===== config.mk =====
export PLATFORM = sky130hd
export DESIGN_NAME = baud_gen_frac
export DESIGN_NICKNAME = d
export VERILOG_FILES = /design/src/rtl/baud_gen_frac.sv
export SDC_FILE = /design/constraint.sdc
export NUM_CORES = 1
export LEC_CHECK = 0
export BUFFER_PORTS_ARGS = -buffer_cell sky130_fd_sc_hd__buf_2
export CAP_MARGIN = 20
export CELL_PAD_IN_SITES_DETAIL_PLACEMENT = 0
export CELL_PAD_IN_SITES_GLOBAL_PLACEMENT = 1
export CORE_ASPECT_RATIO = 1.4
export CORE_MARGIN = 10
export CORE_UTILIZATION = 48
export DETAILED_ROUTE_END_ITERATION = 8
export PLACE_DENSITY = 0.87
export SETUP_SLACK_MARGIN = 0.3
export SLEW_MARGIN = 25
export SYNTH_ARGS = -nofsm -noshare
export SYNTH_HDL_FRONTEND = slang
export SYNTH_SLANG_ARGS = --single-unit

===== constraint.sdc =====
create_clock -name clk_100MHz -period 6.65 [get_ports clk_100MHz]
set_clock_uncertainty 0.2 [all_clocks]
set_input_delay 0.9975 -clock clk_100MHz [delete_from_list [all_inputs] [get_ports clk_100MHz]]
set_output_delay 0.9975 -clock clk_100MHz [all_outputs]
set_load 0.02 [all_outputs]

===== src/rtl/baud_gen_frac.sv =====
`timescale 1ns / 1ps
// rtl/baud_gen_frac.sv - fractional baud tick generator with oversample, bit and mid-bit strobes
// Integer divisor plus first-order fractional accumulator; divisor changes land on tick boundaries.
module baud_gen_frac #(
    parameter int DIV_W        = 16,
    parameter int FRAC_W       = 4,
    parameter int OSR          = 16,
    parameter int DEFAULT_INT  = 651,
    parameter int DEFAULT_FRAC = 1
) (
    input  logic              clk_100MHz,
    input  logic              reset_n,
    input  logic              en,
    input  logic              restart,
    input  logic              cfg_valid,
    output logic              cfg_ready,
    input  logic [DIV_W-1:0]  cfg_int,
    input  logic [FRAC_W-1:0] cfg_frac,
    output logic              cfg_err,
    output logic              os_tick,
    output logic              bit_tick,
    output logic              mid_tick
);

    localparam int OS_W = (OSR > 1) ? $clog2(OSR) : 1;
    localparam logic [OS_W-1:0]  OS_LAST = OS_W'(OSR - 1);
    localparam logic [OS_W-1:0]  OS_MID  = OS_W'(OSR / 2 - 1);
    localparam logic [OS_W-1:0]  OS_ONE  = OS_W'(1);
    localparam logic [DIV_W:0]   CNT_ONE = (DIV_W + 1)'(1);
    localparam logic [DIV_W-1:0] MIN_INT = DIV_W'(2);

    logic [DIV_W:0]    r_cnt;
    logic [DIV_W:0]    r_cur_lim;
    logic [FRAC_W-1:0] r_acc;
    logic [OS_W-1:0]   r_os_cnt;
    logic [DIV_W-1:0]  r_act_int;
    logic [FRAC_W-1:0] r_act_frac;
    logic [DIV_W-1:0]  r_sh_int;
    logic [FRAC_W-1:0] r_sh_frac;
    logic              r_pend;
    logic              r_cfg_err;

    logic              w_os_hit;
    logic              w_apply;
    logic              w_accept;
    logic              w_bad;
    logic [DIV_W-1:0]  w_use_int;
    logic [FRAC_W-1:0] w_use_frac;
    logic [FRAC_W:0]   w_sum;
    logic [DIV_W:0]    w_next_lim;

    assign w_os_hit = (r_cnt == (r_cur_lim - CNT_ONE));
    assign os_tick  = reset_n & en & ~restart & w_os_hit;
    assign bit_tick = os_tick & (r_os_cnt == OS_LAST);
    assign mid_tick = os_tick & (r_os_cnt == OS_MID);

    // A pending divisor is taken at the next period boundary, or at once when idle/re-phasing.
    assign w_apply    = r_pend & (~en | restart | os_tick);
    assign w_use_int  = w_apply ? r_sh_int  : r_act_int;
    assign w_use_frac = w_apply ? r_sh_frac : r_act_frac;
    assign w_sum      = {1'b0, r_acc} + {1'b0, w_use_frac};
    assign w_next_lim = {1'b0, w_use_int} + {{DIV_W{1'b0}}, w_sum[FRAC_W]};

    assign w_accept  = cfg_valid & ~r_pend;
    assign w_bad     = (cfg_int < MIN_INT);
    assign cfg_ready = ~r_pend;
    assign cfg_err   = r_cfg_err;

    always_ff @(posedge clk_100MHz or negedge reset_n) begin
        if (!reset_n) begin
            r_cnt      <= '0;
            r_cur_lim  <= (DIV_W + 1)'(DEFAULT_INT);
            r_acc      <= '0;
            r_os_cnt   <= '0;
            r_act_int  <= DIV_W'(DEFAULT_INT);
            r_act_frac <= FRAC_W'(DEFAULT_FRAC);
            r_sh_int   <= DIV_W'(DEFAULT_INT);
            r_sh_frac  <= FRAC_W'(DEFAULT_FRAC);
            r_pend     <= 1'b0;
            r_cfg_err  <= 1'b0;
        end else begin
            r_cfg_err <= w_accept & w_bad;

            if (w_apply) begin
                r_act_int  <= r_sh_int;
                r_act_frac <= r_sh_frac;
                r_pend     <= 1'b0;
            end else if (w_accept && !w_bad) begin
                r_sh_int  <= cfg_int;
                r_sh_frac <= cfg_frac;
                r_pend    <= 1'b1;
            end

            // With en low the limit is left alone so the frozen period resumes unchanged.
            if (en) begin
                if (restart) begin
                    r_cnt     <= '0;
                    r_acc     <= '0;
                    r_os_cnt  <= '0;
                    r_cur_lim <= {1'b0, w_use_int};
                end else if (w_os_hit) begin
                    r_cnt     <= '0;
                    r_acc     <= w_sum[FRAC_W-1:0];
                    r_cur_lim <= w_next_lim;
                    r_os_cnt  <= (r_os_cnt == OS_LAST) ? '0 : r_os_cnt + OS_ONE;
                end else begin
                    r_cnt <= r_cnt + CNT_ONE;
                end
            end
        end
    end

endmodule


==> results_dict.tcl <==
set metrics [dict create \
    min_to "r_cur_lim[1]" \
    drive_above_1_share_pct 23.6 \
    syn-num-nets 501 \
    hold_path.class "register to register" \
    finalSetupViolations 0 \
    status "finished clean" \
    wl_per_cell_um 16.3 \
    cp.arrival_ns 5.30 \
    grt_overflow 0 \
    fin_cells 630 \
    diodes 0 \
    start_util_pct 48.7 \
    core-area_um2 9850 \
    cts_hold_buf 0 \
    crit_type "register to register" \
    ios 30 \
    finalWirelength_um 10200 \
    fin_crit_sh_pct 79.5 \
    critical-path-max-stage-delay_ns 0.64 \
    synth-seq-area-share_pct 44.3 \
    async_flop_share_pct 100 \
    timing.rr.end "r_cur_lim[12]" \
    numPortBuffers 29 \
    cts_tree "yes" \
    ys.flop_type "dfrtp_1" \
    synth-seq-cells 84 \
    ys_warn_count 0 \
    hold_viol 0 \
    cts-root-buf "clkbuf_16" \
    grt_pass1_vias 3559 \
    hp-start "r_cur_lim[1]" \
    clk_pin_slew_worst_paths_ns 0.06 \
    synth.avg_cell_area_um2 10.3 \
    viasPerCell 5.46 \
    synth_area_um2 4790 \
    post_cts_buffers 0 \
    whs_path_depth 2 \
    post-route-drc-count 0 \
    powerDensity_nw_per_um2 318 \
    crit_buf_inv 1 \
    crit_family "simple AND/OR/NAND/NOR gates" \
    place.gp.congestion 0.865 \
    drtIter0Drc 143 \
    cts_buffers 9 \
    crit_top_cell "ha_1" \
    place_inst 614 \
    worstPathMaxFanout 31 \
    final_nets 526 \
    finalCriticalPeriod_ns 5.29 \
    clock_path_buffers 2 \
    first_pass_iters 4 \
    leakagePower_nw 2.32 \
    synthDistinctLibCells 59 \
    r2r_slack_ns 1.36 \
    hpwl_um 7660 \
    critPathRequiredTime_ns 6.67 \
    fp.dieW_um 104 \
    die_area_um2 14400 \
    ff2ff_path_depth 17 \
    grt.total_usage_pct 14.3 \
    vdd_drop_max_uv 254 \
    crit_chain "nor4_2 -> a21oi_1 -> o211a_1 -> o2111ai_1 -> nor4_4 -> o21ai_4 -> buf_4 -> mux2_2 -> ha_1 -> a21o_1 -> ha_1 -> ha_1 -> nor2b_1 -> and3_1 -> mux2i_4 -> xnor2_1 -> mux2_4" \
    num_vias 3439 \
    wl_met2_um 5240 \
    fp.dieH_um 138 \
    tightest_slew_ns 0.974 \
    slowest_stage "nor4_2" \
    slew_violations 0 \
    antenna_found_initial 0 \
    drv_cap 0 \
    r2r_start "r_cur_lim[5]" \
    netlist_instances 465 \
    rsz0062_at_grt "false" \
    crit_path_end_kind "register" \
    synth_edf_count 0 \
    highest_layer "met4" \
    rows 43 \
    max_freq_mhz 189 \
    grt_start_max_net_pins 55 \
    start_kind "register" \
    met1_length_um 4470 \
    route.met3.wl_um 194 \
    fin_tns_setup_ns 0 \
    grt_pass1_wl_um 17200 \
    h-tree-depth 3 \
    synthToLayoutAreaGrowth_pct 11.4 \
    cts.repair.resized 0 \
    clk_latency_ns 0.33 \
    cts.sinks 84 \
    ant_nets 0 \
    max-slew-margin-rel_pct 35.1 \
]
## how the worst max path moves through the flow
stage	start	endpoint	cells after the start
global placement	r_cur_lim[11]	r_cur_lim[12]	18
finish	r_cur_lim[5]	r_cur_lim[12]	17
global route	r_cur_lim[5]	r_cur_lim[12]	17
CTS	r_cur_lim[0]	r_cur_lim[12]	19
detailed placement	r_cur_lim[0]	r_cur_lim[12]	19
floorplan	r_cur_lim[0]	r_cur_lim[12]	20
## sequential cells by signal, summed over array words and instances, names as in the netlist
signal      count
cfg_err         1
r_cur_lim      17
r_cnt          17
r_sh_frac       4
r_act_int      16
r_sh_int       16
r_os_cnt        4
r_acc           4
r_act_frac      4
r_pend          1
## logic make-up after synthesis
family | after synthesis | share of synthesized area, %
mux | 55 | 13.1
xor+xnor | 49 | 9.27
compound gates | 67 | 9.24
flops | 84 | 44.3
simple gates | 168 | 18.1
fa+ha+maj | 11 | 3.03
buf+inv | 31 | 3.00
## stage by stage
stage | utilization [%] | hold WS [ns] | total power, mW | cell area, µm² | worst slack [ns]
2_1_floorplan | - | 0.255 | 1.09 | 4790 | 1.47
4_1_cts | 54.3 | 0.296 | 1.72 | 5340 | 1.37
6_report | 54.3 | 0.294 | 1.70 | 5340 | 1.36
3_5_place_dp | 51.2 | 0.282 | 1.21 | 5040 | 1.40
5_1_grt | 54.3 | 0.308 | 1.80 | 5340 | 0.925
3_3_place_gp | 51.2 | 0.270 | 1.19 | 5040 | 1.48
## metal layers
layer  vias to the layer above  GRT usage [%]
met5                         -              0
met2                        44           24.6
li1                       1712              -
met1                      1663           16.5
met3                        20           2.60
met4                         0           7.57
## area by class of cell
type                            count  area (µm²)
Inverter                           13        48.8
Clock buffer                        9         225
Sequential cell                    84        2120
Timing Repair Buffer               32         170
Fill cell                         866        4500
Clock inverter                      7        75.1
Multi-Input combinational cell    350        2530
Tap cell                          135         169
## cells in the mapped netlist (3+ instances only)
master	instances	area, µm²
and4_1	3	26.3
nand3_1	31	155
nor4_1	5	31.3
xor2_1	17	149
xnor2_1	31	272
a22o_1	4	35.0
o21ai_0	18	90.1
and2_1	3	18.8
a21oi_1	7	35.0
nand4_1	11	68.8
dfrtp_1	67	1680
buf_2	4	20.0
buf_6	3	33.8
mux2_4	3	45.0
and3_1	13	81.3
clkbuf_1	9	33.8
nor3_1	7	35.0
o21ai_1	11	55.1
mux2_2	38	428
a21o_1	4	30.0
mux2i_1	13	130
o31ai_1	3	22.5
nor2_1	32	120
nand2_1	44	165
o2111ai_1	3	26.3
ha_1	10	125
dfstp_2	17	447
nor2b_1	6	37.5
inv_1	13	48.8
## power by group
group | internal [mW] | total [mW] | switching, mW | leakage (nW)
sequential | 0.640 | 0.747 | 0.108 | 1.02
combinational | 0.220 | 0.453 | 0.233 | 1.14
clock | 0.293 | 0.500 | 0.207 | 0.150
## worst min-delay path: stages, from the launching register on
cell and delay (ns):
dfstp_2 0.38, nand2_1 0.05, o21ai_1 0.06
## cells in the final DEF, fill, tap and decap left out, types with 17 or more instances in the layout
cell type	count
dfstp_2	17
xor2_1	17
nand3_1	31
dfrtp_1	67
buf_2	28
mux2_2	38
nand2_1	44
o21ai_0	18
nor2_1	32
xnor2_1	31
No activity file was read; power rests on OpenSTA's default activity.
